===== src/rtl/spi_regfile_ctrl.sv =====
// spi_regfile_ctrl
//
// SPI slave (mode 0, MSB first) in front of a parametrised register bank.
// A frame is a command word, an address word, and then any number of data
// words. Write frames commit each data word to a read/write register. Read
// frames return register contents on MISO. Burst auto-increment is chosen by
// the command word. Out-of-range accesses set a sticky per-frame error flag.
//
// Ports:
//   clk, rst     system clock, asynchronous active-high reset
//   SCK, CS      SPI clock and active-low chip select (asynchronous to clk)
//   MOSI, MISO   SPI data in / out
//   regwr_bus    flattened read/write registers, reg i at [i*DATA_W +: DATA_W]
//   regr_bus     flattened read-only inputs, reg j at [j*DATA_W +: DATA_W]
//   wr_stb       one-clk pulse per committed register write
//   wr_addr      address of the last committed write
//   frame_done   one-clk pulse after CS deasserts on an active frame
//   err          out-of-range / illegal access seen in the current frame
module spi_regfile_ctrl #(
  parameter int DATA_W = 8,
  parameter int N_WR   = 121,
  parameter int N_RD   = 1,
  localparam int N_TOT  = N_WR + N_RD,
  localparam int ADDR_W = $clog2(N_WR + N_RD)
) (
  input  logic                     clk,
  input  logic                     rst,
  input  logic                     SCK,
  input  logic                     CS,
  input  logic                     MOSI,
  output logic                     MISO,
  output logic [N_WR*DATA_W-1:0]   regwr_bus,
  input  logic [N_RD*DATA_W-1:0]   regr_bus,
  output logic                     wr_stb,
  output logic [ADDR_W-1:0]        wr_addr,
  output logic                     frame_done,
  output logic                     err
);

  localparam int CNT_W = $clog2(DATA_W);
  localparam logic [ADDR_W-1:0] LAST_A  = ADDR_W'(N_TOT - 1);
  localparam logic [ADDR_W:0]   N_WR_A  = (ADDR_W + 1)'(N_WR);
  localparam logic [ADDR_W:0]   N_TOT_A = (ADDR_W + 1)'(N_TOT);

  typedef enum logic [1:0] {IDLE, CMD, ADDR, DATA} state_t;

  // ---------------------------------------------------------------------
  // Synchronisers and edge detection
  // ---------------------------------------------------------------------
  // Everything resets to 0. If CS is already low when reset releases, no CS
  // fall is seen, so the rest of an interrupted frame is ignored.
  logic [1:0] sck_sync_reg, cs_sync_reg, mosi_sync_reg;
  logic       sck_prev_reg, cs_prev_reg;

  always_ff @(posedge clk or posedge rst) begin
    if (rst) begin
      sck_sync_reg  <= '0;
      cs_sync_reg   <= '0;
      mosi_sync_reg <= '0;
      sck_prev_reg  <= 1'b0;
      cs_prev_reg   <= 1'b0;
    end else begin
      sck_sync_reg  <= {sck_sync_reg[0], SCK};
      cs_sync_reg   <= {cs_sync_reg[0], CS};
      mosi_sync_reg <= {mosi_sync_reg[0], MOSI};
      sck_prev_reg  <= sck_sync_reg[1];
      cs_prev_reg   <= cs_sync_reg[1];
    end
  end

  logic sck_rise, sck_fall, cs_rise, cs_fall, mosi_s;
  assign sck_rise = sck_sync_reg[1] & ~sck_prev_reg;
  assign sck_fall = ~sck_sync_reg[1] & sck_prev_reg;
  assign cs_rise  = cs_sync_reg[1] & ~cs_prev_reg;
  assign cs_fall  = ~cs_sync_reg[1] & cs_prev_reg;
  assign mosi_s   = mosi_sync_reg[1];

  // ---------------------------------------------------------------------
  // State
  // ---------------------------------------------------------------------
  state_t              state_reg;
  logic [CNT_W-1:0]    bit_cnt_reg;
  logic [DATA_W-2:0]   rx_reg;        // the top bit is never needed after shifting
  logic [DATA_W-1:0]   tx_reg;
  logic [DATA_W-1:0]   wdata_reg;
  logic [ADDR_W-1:0]   addr_reg;
  logic                is_wr_reg, inc_reg, bad_addr_reg, commit_reg;
  logic [DATA_W-1:0]   regs_reg [N_WR];

  // Read view over both register kinds, indexed by the bus address.
  logic [DATA_W-1:0]   word_arr [N_TOT];

  generate
    for (genvar gi = 0; gi < N_WR; gi++) begin : g_wr
      assign regwr_bus[gi*DATA_W +: DATA_W] = regs_reg[gi];
      assign word_arr[gi] = regs_reg[gi];
    end
    for (genvar gi = 0; gi < N_RD; gi++) begin : g_rd
      assign word_arr[N_WR + gi] = regr_bus[gi*DATA_W +: DATA_W];
    end
  endgenerate

  logic [DATA_W-1:0] rx_next;
  logic              last_bit;
  logic [ADDR_W-1:0] addr_adv;
  logic              addr_in_wr;
  logic [ADDR_W-1:0] rd_addr;
  logic              rd_oob;
  logic [DATA_W-1:0] rd_word;

  assign rx_next    = {rx_reg, mosi_s};
  assign last_bit   = (bit_cnt_reg == CNT_W'(DATA_W - 1));
  assign addr_adv   = !inc_reg ? addr_reg :
                      (addr_reg == LAST_A) ? '0 : addr_reg + ADDR_W'(1);
  assign addr_in_wr = ({1'b0, addr_reg} < N_WR_A);

  // Read source: the address word itself on the address load, otherwise the
  // advanced burst address. Nonzero upper address bits poison the frame.
  always_comb begin
    rd_addr = addr_adv;
    rd_oob  = bad_addr_reg;
    if (state_reg == ADDR) begin
      rd_addr = rx_next[ADDR_W-1:0];
      rd_oob  = (rx_next[DATA_W-1:ADDR_W] != '0);
    end
    if ({1'b0, rd_addr} >= N_TOT_A) rd_oob = 1'b1;
    rd_word = '0;
    for (int i = 0; i < N_TOT; i++) begin
      if (rd_addr == ADDR_W'(i)) rd_word = word_arr[i];
    end
    if (rd_oob) rd_word = '0;
  end

  always_ff @(posedge clk or posedge rst) begin
    if (rst) begin
      state_reg    <= IDLE;
      bit_cnt_reg  <= '0;
      rx_reg       <= '0;
      tx_reg       <= '0;
      wdata_reg    <= '0;
      addr_reg     <= '0;
      is_wr_reg    <= 1'b0;
      inc_reg      <= 1'b0;
      bad_addr_reg <= 1'b0;
      commit_reg   <= 1'b0;
      MISO         <= 1'b0;
      wr_stb       <= 1'b0;
      wr_addr      <= '0;
      frame_done   <= 1'b0;
      err          <= 1'b0;
      for (int i = 0; i < N_WR; i++) regs_reg[i] <= '0;
    end else begin
      wr_stb     <= 1'b0;
      frame_done <= 1'b0;

      // A completed data word commits one cycle after its last bit, even if
      // CS rises in that cycle: the word was already whole.
      if (commit_reg) begin
        commit_reg <= 1'b0;
        if (addr_in_wr && !bad_addr_reg) begin
          for (int i = 0; i < N_WR; i++) begin
            if (addr_reg == ADDR_W'(i)) regs_reg[i] <= wdata_reg;
          end
          wr_stb  <= 1'b1;
          wr_addr <= addr_reg;
        end else begin
          err <= 1'b1;
        end
        addr_reg <= addr_adv;
      end

      if (cs_rise) begin
        // CS rise has priority over a coincident last-bit rise: drop the word.
        frame_done  <= (state_reg != IDLE);
        state_reg   <= IDLE;
        bit_cnt_reg <= '0;
        tx_reg      <= '0;
        MISO        <= 1'b0;
      end else if (cs_fall) begin
        state_reg    <= CMD;
        bit_cnt_reg  <= '0;
        tx_reg       <= '0;
        MISO         <= 1'b0;
        is_wr_reg    <= 1'b0;
        inc_reg      <= 1'b0;
        bad_addr_reg <= 1'b0;
        err          <= 1'b0;
      end else if (state_reg != IDLE) begin
        if (sck_fall) begin
          if (state_reg == DATA && !is_wr_reg) begin
            MISO   <= tx_reg[DATA_W-1];
            tx_reg <= tx_reg << 1;
          end else begin
            MISO <= 1'b0;
          end
        end
        if (sck_rise) begin
          rx_reg      <= rx_next[DATA_W-2:0];
          bit_cnt_reg <= bit_cnt_reg + 1'b1;
          if (last_bit) begin
            bit_cnt_reg <= '0;
            case (state_reg)
              CMD: begin
                is_wr_reg <= rx_next[DATA_W-1];
                inc_reg   <= rx_next[DATA_W-2];
                state_reg <= ADDR;
              end
              ADDR: begin
                addr_reg <= rx_next[ADDR_W-1:0];
                if (rx_next[DATA_W-1:ADDR_W] != '0) begin
                  bad_addr_reg <= 1'b1;
                  err          <= 1'b1;
                end
                if (!is_wr_reg) begin
                  tx_reg <= rd_word;
                  if (rd_oob) err <= 1'b1;
                end
                state_reg <= DATA;
              end
              DATA: begin
                if (is_wr_reg) begin
                  wdata_reg  <= rx_next;
                  commit_reg <= 1'b1;
                end else begin
                  // Reads advance first, then load the word for the next slot.
                  addr_reg <= addr_adv;
                  tx_reg   <= rd_word;
                  if (rd_oob) err <= 1'b1;
                end
              end
              default: state_reg <= IDLE;
            endcase
          end
        end
      end
    end
  end

endmodule

===== config.mk =====
export PLATFORM = sky130hd
export DESIGN_NAME = spi_regfile_ctrl
export DESIGN_NICKNAME = d
export VERILOG_FILES = /design/src/rtl/spi_regfile_ctrl.sv
export SDC_FILE = /design/constraint.sdc
export NUM_CORES = 2
export LEC_CHECK = 0
export ABC_AREA = 1
export CAP_MARGIN = 20
export CORE_AREA = 2 2 383 385
export DETAILED_ROUTE_END_ITERATION = 7
export DIE_AREA = 0 0 385 387
export PLACE_DENSITY_LB_ADDON = 0.2
export SLEW_MARGIN = 10
export SYNTH_ARGS = -nofsm -noshare
export SYNTH_HDL_FRONTEND = slang
export SYNTH_SLANG_ARGS = --single-unit

===== constraint.sdc =====
create_clock -name clk -period 51.4 [get_ports clk]
set_clock_uncertainty 0.15 [all_clocks]
set_input_delay 10.28 -clock clk [delete_from_list [all_inputs] [get_ports clk]]
set_output_delay 10.28 -clock clk [all_outputs]
set_load 0.02 [all_outputs]

==> summary.md <==
| Metric | Value |
|---|---|
| CTS tree | `done` |
| Layout Nets | `7,194` |
| Num CTS Buffers | `117` |
| Drt wl/cell | `26.0 um` |
| CP dominant cell by count | `buf_4` |
| Boundary Pins | `992` |
| Hold Fails Final Rpt | `0` |
| Synth Flop Type | `dfrtp_1` |
| Max-cap violations | `0` |
| Initial Util | `33.3%` |
| Max reg flops | `968` |
| Netlist Area Pre-Place | `48,200 um^2` |
| Initial antenna violation count | `8` |
| Metal3 WL | `21,100 um` |
| Met1 WL | `96,900 um` |
| Pleak | `28.0 nW` |
| EDFF count, synth | `0` |
| Power Density | `28.5 nW/um^2` |
| DRT Pass-1 Iters | `6` |
| Clock buffer depth | `3` |
| Tot GR Track Use | `31.3%` |
| Synth top area share | `53.3%` |
| CTS resizes | `0` |
| Fill cell count | `14,469` |
| RSZ-0062 raised after global routing | `false` |
| CTS Root Cell | `clkbuf_16` |
| Syn nets | `6,303` |
| Avg Inst Size Synth | `7.68 um^2` |
| Via count | `46,808` |
| Final Max Tran Viols | `0` |
| Crit end category | `async pin` |
| Detailed Route Iter0 Violations | `4,474` |
| Slew @ Worst Pin | `1160 ps` |
| Post-CTS setup buffer count | `0` |
| Clock transition at path regs | `60 ps` |
| Post-route setup TNS | `0 ps` |
| Max VDD drop | `0.0303 mV` |
| Critical Path RT | `52,050 ps` |
| Setup violations, final | `0` |
| Post-Synth XOR/XNOR Area | `0.0182%` |
| Worst-skew pair later-pin latency | `780 ps` |
| Post-DP HPWL | `174,000 um` |
| DRC Markers | `0` |
| Status | `finished, final reports clean` |
| Number of global-route vias before repair | `43,658` |
| Via density | `5.10` |
| Top Layer Used | `met4` |
| Rows | `140` |
| # hold bufs at CTS | `0` |
| Drt total wl | `239,000 um` |
| Largest net degree at the start of global routing | `181` |
| GRT overflow | `0` |
| CTS HTree Levels | `3` |
| FF+latch count, synth | `1,026` |
| Final ANT Viol Nets | `0` |
| Hold/Removal Path Class | `flip-flop to flip-flop` |
| CP max-delay cell | `buf_4` |
| Sinks on the clock net | `1,026` |
| P&R area growth vs syn | `33.0%` |
| Fraction of the cycle the final worst path needs | `27.1%` |
| Mapped Cells | `6,278` |
| Seq/Total Area, Yosys | `53.3%` |
| Minimum clock period | `13,910 ps` |
| CP cell instances | `clkdlybuf4s50_1, inv_8, buf_12, buf_4, buf_4, buf_4` |
| Worst-path maximum fanout | `170` |
| Die area | `149,000 um^2` |
| # port buffers | `991` |
| Final Power | `1.83 mW` |
| Highest Clock Rate | `71.9 MHz` |
| Max incr delay on CP | `830 ps` |
| Synth Warn # | `0` |
| Area leader, netlist | `dfrtp_1` |
| Core area | `145,000 um^2` |
| Proportion of synthesized area in mux cells | `0.0623%` |
| Post-synthesis compound-gate area fraction | `12.8%` |
| Die width | `385 um` |
| Synth Area in Adders | `0.312%` |
| Final Wtd Congestion | `0.925` |
| Synth area leaders | `dfrtp_1 53%, nand2_1 20%, o21ai_0 11%` |
| Met2 WL | `109,000 um` |
| Post-synth ARST share | `100%` |
| Post-synthesis simple-gate area fraction | `27.1%` |
| Commonest non-fill, non-tap cell in the layout | `nand2_1` |
| Relative slew margins | `22.3%` |
| Post-synth cell types | `48` |
| Die Span Y | `387 um` |
| WP data arrival | `14,560 ps` |
| Worst setup SP type | `primary input` |
| First-pass GRT wire length | `335,000 um` |
| Commonest non-fill, non-tap cells in the layout | `2,560 x nand2_1, 1,033 x o21ai_0, 1,026 x dfrtp_1` |
| Main combinational cell family by area after synthesis | `simple AND/OR/NAND/NOR gates` |
| Kind of critical path | `primary input to async pin` |
| Share of cells above drive strength 1 | `7.39%` |
-- power by group --
part	leakage [nW]	switching (mW)	internal [mW]
clock network	1.96	0.372	0.509
logic	11.7	0.103	0.0275
registers	14.3	0.00281	0.811
total	28.0	0.478	1.35
-- worst paths after layout --
kind / from / to / slack [ps] / cells past startpoint
setup / recovery: rst / regwr_bus[130] / 37490 / 6
max in group clk: regwr_bus[38] / regwr_bus[38] / 38860 / 1
hold reg to reg: mosi_sync_reg[0] / mosi_sync_reg[1] / 200 / 0
setup reg to reg: state_reg[0] / tx_reg[2] / 39150 / 113
min in group asynchronous: rst / regwr_bus[421] / 9890 / 2
hold / removal: mosi_sync_reg[0] / mosi_sync_reg[1] / 200 / 0
-- Yosys cell counts, types with 10 or more instances --
cell type and n:
nand2_1 2561, o21ai_0 1033, dfrtp_1 1026, inv_1 499, clkbuf_1 273, nor2_1 208
or2_2 199, a21oi_1 162, nand3_1 104, nand4_1 75, inv_2 17, ha_1 12
nor3_1 12, nand2_2 10
-- metal layers --
metal	up-vias	global-route usage, %
met2	2029	49.6
li1	21661	-
met1	22758	40.4
met3	360	7.86
met4	0	13.7
met5	-	0
-- kinds of logic (layout without fill, tap and decap cells) --
group	after synthesis	count (layout)
multiplexers	3	3
AO/OA/AOI/OAI	1222	1222
other	0	2
adder cells (fa/ha/maj)	12	12
AND/OR/NAND/NOR	3205	3205
flip-flops	1026	1026
buffers and inverters	809	1795
XOR/XNOR	1	1
-- through the flow --
step / area [um^2] / std cells / worst slack, ps / utilization, % / hold slack (ps)
2_1_floorplan: 48200 / 6278 / 12100 / - / 181
3_3_place_gp: 60100 / 8966 / 36540 / 41.5 / 186
3_5_place_dp: 60100 / 8967 / 36500 / 41.5 / 186
4_1_cts: 64100 / 9181 / 37320 / 44.2 / 199
5_1_grt: 64100 / 9181 / 36830 / 44.2 / 196
6_report: 64100 / 9183 / 37490 / 44.2 / 199
-- critical path, delay by kind of cell --
family   cells  cell delay [ps]
buf+inv      6             3970
-- cell type report --
type | count | area (um^2) | area share (%)
sequential | 1026 | 25700 | 40.1
multi-input combinational | 4443 | 19600 | 30.5
timing repair buffer | 1058 | 10400 | 16.3
clock buffer | 173 | 3410 | 5.32
tap | 1917 | 2400 | 3.74
inverter | 523 | 2000 | 3.12
clock inverter | 41 | 577 | 0.900
antenna | 2 | 5.00 | 0.00781
Power figures use the tool's default switching activity.
